**config.mk**
```make
export PLATFORM = sky130hd
export DESIGN_NAME = toy_stdin_rx
export DESIGN_NICKNAME = d
export VERILOG_FILES = /design/src/rtl/toy_stdin_rx.sv
export SDC_FILE = /design/constraint.sdc
export NUM_CORES = 1
export LEC_CHECK = 0
export BUFFER_PORTS_ARGS = -buffer_cell sky130_fd_sc_hd__buf_2
export CORE_ASPECT_RATIO = 0.5
export CORE_MARGIN = 2
export CORE_UTILIZATION = 65
export CTS_CLUSTER_SIZE = 30
export DETAILED_ROUTE_END_ITERATION = 8
export PLACE_DENSITY = 0.84
export REMOVE_ABC_BUFFERS = 1
export SYNTH_ARGS = -nofsm -noshare
export SYNTH_HDL_FRONTEND = slang
export SYNTH_SLANG_ARGS = --single-unit
```
**constraint.sdc**
```tcl
create_clock -name clk_i -period 5.2 [get_ports clk_i]
set_input_delay 0.26 -clock clk_i [delete_from_list [all_inputs] [get_ports clk_i]]
set_output_delay 0.26 -clock clk_i [all_outputs]
set_load 0.01 [all_outputs]
```
**src/rtl/toy_stdin_rx.sv**
```systemverilog
// 8N1 UART receiver pairing bytes big-endian into 16-bit words behind a fall-through FIFO.
// Word visible 2 cycles after the low byte's stop sample; full FIFO drops the word and pulses overrun_o.
module toy_stdin_rx #(
  parameter int CLKS_PER_BIT = 868,
  parameter int FIFO_DEPTH   = 4
) (
  input  logic                          clk_i,
  input  logic                          rst_ni,
  input  logic                          rx_i,
  input  logic                          flush_i,
  output logic                          out_val_o,
  output logic [15:0]                   out_data_o,
  input  logic                          out_rdy_i,
  output logic [$clog2(FIFO_DEPTH):0]   level_o,
  output logic                          frame_err_o,
  output logic                          overrun_o
);

  localparam int CW = $clog2(CLKS_PER_BIT);
  localparam int PW = $clog2(FIFO_DEPTH);
  localparam logic [CW-1:0] HALF_M1 = CW'(CLKS_PER_BIT/2 - 1);
  localparam logic [CW-1:0] FULL_M1 = CW'(CLKS_PER_BIT - 1);
  localparam logic [PW:0]   DEPTH   = (PW+1)'(FIFO_DEPTH);

  typedef enum logic [2:0] {IDLE, START, DATA, STOP, WAIT_HIGH} state_e;

  logic          rx_meta_q, rx_s_q;
  state_e        state_q, state_d;
  logic [CW-1:0] bit_cnt_q, bit_cnt_d;
  logic [2:0]    bit_idx_q, bit_idx_d;
  logic [7:0]    shift_q, shift_d;
  logic [7:0]    byte_q, byte_d;
  logic          byte_vld_q, byte_vld_d;
  logic          frame_err_q, frame_err_d;
  logic          stop_bad;
  logic          hi_pend_q, hi_pend_d;
  logic [7:0]    hi_q, hi_d;
  logic          push_q, push_d;
  logic [15:0]   word_q, word_d;
  logic [15:0]   mem_q [FIFO_DEPTH];
  logic [15:0]   mem_d [FIFO_DEPTH];
  logic [PW-1:0] wr_ptr_q, wr_ptr_d, rd_ptr_q, rd_ptr_d;
  logic [PW:0]   level_q, level_d;
  logic          overrun_q, overrun_d;
  logic          pop, full, wr_en;

  always_comb begin
    state_d     = state_q;
    bit_cnt_d   = bit_cnt_q + CW'(1);
    bit_idx_d   = bit_idx_q;
    shift_d     = shift_q;
    byte_d      = byte_q;
    byte_vld_d  = 1'b0;
    frame_err_d = 1'b0;
    stop_bad    = 1'b0;
    case (state_q)
      IDLE: begin
        bit_cnt_d = '0;
        bit_idx_d = '0;
        if (!rx_s_q) state_d = START;
      end
      START: begin
        // Mid-start-bit recheck rejects glitches shorter than half a bit.
        if (bit_cnt_q == HALF_M1) begin
          bit_cnt_d = '0;
          state_d   = rx_s_q ? IDLE : DATA;
        end
      end
      DATA: begin
        if (bit_cnt_q == FULL_M1) begin
          bit_cnt_d = '0;
          shift_d   = {rx_s_q, shift_q[7:1]};
          bit_idx_d = bit_idx_q + 3'd1;
          if (bit_idx_q == 3'd7) state_d = STOP;
        end
      end
      STOP: begin
        if (bit_cnt_q == FULL_M1) begin
          bit_cnt_d = '0;
          if (rx_s_q) begin
            byte_vld_d = 1'b1;
            byte_d     = shift_q;
            state_d    = IDLE;
          end else begin
            frame_err_d = 1'b1;
            stop_bad    = 1'b1;
            state_d     = WAIT_HIGH;
          end
        end
      end
      WAIT_HIGH: begin
        bit_cnt_d = '0;
        if (rx_s_q) state_d = IDLE;
      end
      default: state_d = IDLE;
    endcase
  end

  always_comb begin
    hi_pend_d = hi_pend_q;
    hi_d      = hi_q;
    word_d    = word_q;
    push_d    = 1'b0;
    if (flush_i || stop_bad) begin
      hi_pend_d = 1'b0;
    end else if (byte_vld_q) begin
      if (hi_pend_q) begin
        word_d    = {hi_q, byte_q};
        push_d    = 1'b1;
        hi_pend_d = 1'b0;
      end else begin
        hi_d      = byte_q;
        hi_pend_d = 1'b1;
      end
    end
  end

  assign pop   = out_val_o & out_rdy_i;
  assign full  = (level_q == DEPTH);
  assign wr_en = push_q & (~full | pop);

  always_comb begin
    mem_d     = mem_q;
    wr_ptr_d  = wr_ptr_q;
    rd_ptr_d  = rd_ptr_q;
    level_d   = level_q;
    overrun_d = 1'b0;
    if (flush_i) begin
      wr_ptr_d = '0;
      rd_ptr_d = '0;
      level_d  = '0;
    end else begin
      overrun_d = push_q & full & ~pop;
      if (wr_en) begin
        mem_d[wr_ptr_q] = word_q;
        wr_ptr_d        = wr_ptr_q + PW'(1);
      end
      if (pop) rd_ptr_d = rd_ptr_q + PW'(1);
      case ({wr_en, pop})
        2'b10:   level_d = level_q + (PW+1)'(1);
        2'b01:   level_d = level_q - (PW+1)'(1);
        default: level_d = level_q;
      endcase
    end
  end

  always_ff @(posedge clk_i or negedge rst_ni) begin
    if (!rst_ni) begin
      rx_meta_q   <= 1'b1;
      rx_s_q      <= 1'b1;
      state_q     <= IDLE;
      bit_cnt_q   <= '0;
      bit_idx_q   <= '0;
      shift_q     <= '0;
      byte_q      <= '0;
      byte_vld_q  <= 1'b0;
      frame_err_q <= 1'b0;
      hi_pend_q   <= 1'b0;
      hi_q        <= '0;
      push_q      <= 1'b0;
      word_q      <= '0;
      for (int i = 0; i < FIFO_DEPTH; i++) mem_q[i] <= '0;
      wr_ptr_q    <= '0;
      rd_ptr_q    <= '0;
      level_q     <= '0;
      overrun_q   <= 1'b0;
    end else begin
      rx_meta_q   <= rx_i;
      rx_s_q      <= rx_meta_q;
      state_q     <= state_d;
      bit_cnt_q   <= bit_cnt_d;
      bit_idx_q   <= bit_idx_d;
      shift_q     <= shift_d;
      byte_q      <= byte_d;
      byte_vld_q  <= byte_vld_d;
      frame_err_q <= frame_err_d;
      hi_pend_q   <= hi_pend_d;
      hi_q        <= hi_d;
      push_q      <= push_d;
      word_q      <= word_d;
      mem_q       <= mem_d;
      wr_ptr_q    <= wr_ptr_d;
      rd_ptr_q    <= rd_ptr_d;
      level_q     <= level_d;
      overrun_q   <= overrun_d;
    end
  end

  assign out_val_o   = (level_q != '0);
  assign out_data_o  = out_val_o ? mem_q[rd_ptr_q] : 16'h0000;
  assign level_o     = level_q;
  assign frame_err_o = frame_err_q;
  assign overrun_o   = overrun_q;

endmodule
```
==> impl_results.md <==
- Fillers: 460
- Violated checks: hold timing
- Drt drc: 0
- Max_cap viols: 0
- Fin cells: 575
- Die area: 10100 µm²
- Final setup viols: 0
- Syn Area/Cell: 14.5 µm²
- Starting DRT DRC Count: 206
- Die height: 72.2 µm
- Most frequent cell after synthesis: dfrtp_1
- Worst-path clk slew: 0.06 ns
- P_leak: 3.40 nW
- I/O pins: 27
- Synth area leader: dfrtp_1
- Cell row count: 24
- Final worst slack: 2.43 ns
- RePlAce Congestion: 0.809
- Hold Vio Cnt, Final: 10
- Power density over the cells: 329 nW/µm²
- Hpwl dp: 7.35 mm
- Initial antenna violation count: 0
- First-pass iteration count of the detailed router: 6
- WP data required: 5.56 ns
- CTS tree: yes
- Die W: 140 µm
- #FFs+latches synth: 134
- Antenna cells: 0
- Ranking of synthesized cells by area: dfrtp_1 (55%), mux2_2 (18%), mux4_2 (6.0%)
- Hold WS: -0.0241 ns
- Seq/Total Area, Yosys: 55.5%
- Part of the cycle the worst path needs: 53.3%
- Drt total wl: 12.5 mm
- Largest family of logic cells by synthesized area: multiplexers
- # clock sinks: 134
- CTS resizes: 0
- Synth Area in Simple Gates: 9.22%
- TritonCTS buffer count: 17
- Gr usage total: 27.8%
- Synthesis Warnings: 0
- Status: finished with violations
- I/O Buffers: 26
- Post-synthesis mux area share: 26.0%
- Via density: 6.16
- GRT overflow: 0
- Worst vdd ir: 0.258 mV
- Type of the tightest min-delay check: input pin to async pin
- Clk_skew: 0.00998 ns
- Vias: 3543
- Final Util: 76.7%
- Ys async rst share: 100%
- CP Launch Type: flop
- # H-tree levels: 4
- Slew Viols, Final: 0
- Most instantiated cells after synthesis: dfrtp_1 (132), mux2_2 (95), nor2_1 (23)
- Fmax: 361 MHz
- DR WL/cell: 21.8 µm
- Crit Path Max Fanout: 19
- Cells after Synth: 418
- Initial Util: 68.3%
- Setup TNS: 0 ns
- Detail Route Antenna Nets: 0
- Fin crit period: 2.77 ns
- NumNets Final: 459
- First-pass GRT wire length: 20.9 mm
- Worst slew pin tran: 1.18 ns
- Share of the synthesized area in the top cell type: 54.6%
- Number of synthesized flops with an enable pin: 0
- Count of cell types in the netlist: 57
- Core region area: 8860 µm²
- Clock latency on the worst-skew pair: 0.42 ns
- Top FF cell, synth: dfrtp_1
- Synth Area in XOR/XNOR: 2.03%
- Share of layout cells above drive strength 1: 43.0%
- Area added between synthesis and finish: 12.3%
- Largest net degree at the start of global routing: 81
- Synth Area in Compound Gates: 2.63%
- Critical path class: flop to flop
- Postcts setup bufs: 0
- Crit path DAT: 3.13 ns
- Synthesized area: 6050 µm²
- Rel. slew slack: 21.4%
- Place WS: 2.48 ns
- Clock Tree Buf Depth: 2
- CTS Root Cell: clkbuf_16
- Vias in the first global route: 3924
- RSZ-0062 raised after global routing: no
- Adder-Cell Fraction of Synth Area: 1.99%
- Setup crit end kind: flop
- Placed Cells: 542
-- area by class of cell --
cell class                      count  area, µm²  area share [%]
Multi-Input combinational cell    257       2530            37.2
Sequential cell                   134       3360            49.4
Tap cell                          117        146            2.15
Inverter                            6       22.5           0.331
Clock inverter                      8       70.1            1.03
Clock buffer                       24        512            7.53
Timing Repair Buffer               29        158            2.32
-- sequential cells by signal, summed over array words and instances (netlist names), 2 cells and up --
register	cells
bit_cnt_q	10
bit_idx_q	3
byte_q	8
hi_q	8
level_o	3
mem_q	64
rd_ptr_q	2
shift_q	8
state_q	3
word_q	16
wr_ptr_q	2
-- where the power goes --
group,switching [mW],internal (mW),total (mW)
clock,0.436,0.729,1.17
combinational,0.0235,0.00292,0.0264
sequential,0.000820,1.04,1.05
-- cell families after synthesis --
kind of cell,count (synthesis)
AOI/OAI and AO/OA,20
xor gates and xnor gates,14
adders and majority gates,9
buffers and inverters,27
DFF,134
muxes,121
and+or+nand+nor,93
-- through the flow --
step                instance area [µm²]  total power [mW]
finish                             6800              2.24
CTS                                6800              2.25
global placement                   6200              1.09
global route                       6800              2.30
floorplan                          5910              1.07
detailed placement                 6200              1.09
-- cell usage in the layout, fill, tap and decap left out, types with 3 or more instances in the layout --
master and n:
and2_1 17, buf_2 25, buf_4 3, clkbuf_16 17
clkbuf_8 6, clkinv_2 5, dfrtp_1 132, ha_1 8
inv_1 6, mux2_2 95, mux2_4 8, mux4_2 16
nand2_1 9, nand2_2 4, nand2b_1 3, nand3_1 11
nand4_1 4, nor2_1 23, o21ai_0 6, xnor2_1 6
xor2_1 8
-- worst max-delay path, cell delays in order (launching register included) --
cell      delay (ns)
dfrtp_1         0.46
or3_1           0.72
nand2_1         0.24
nor2_1          0.08
fa_1            0.52
o21ai_0         0.12
a311oi_1        0.32
o221a_2         0.24
-- layer usage --
layer	wire length (µm)	share of wire [%]	up-vias	GRT usage (%)
met2	6450	52	95	46.5
met3	664	5.3	18	7.39
li1	-	-	1561	-
met4	184	1.5	0	13.0
met1	5220	42	1869	35.0
met5	0	0	-	0
-- what timing repair did --
item,CTS,global route
endpoints found under the hold margin,1,0
hold buffers,1,0
endpoints found under the setup margin,0,0
-- worst paths after layout --
kind	start	end	slack, ns	cells past startpoint
worst max register to register	level_o[1]$_DFFE_PN0P_	level_o[1]$_DFFE_PN0P_	2.43	7
max in group asynchronous	rst_ni	state_q[1]$_DFFE_PN0P_	3.93	2
worst min register to register	rx_meta_q$_DFF_PN1_	rx_s_q$_DFF_PN1_	0.35	0
worst min-delay path	rst_ni	wr_ptr_q[0]$_DFFE_PN0P_	-0.02	1
worst max-delay path	level_o[1]$_DFFE_PN0P_	level_o[1]$_DFFE_PN0P_	2.43	7
min in group clk_i	out_rdy_i	overrun_o$_DFF_PN0_	0.20	2
Note: power is estimated with default switching activity, not from simulation.
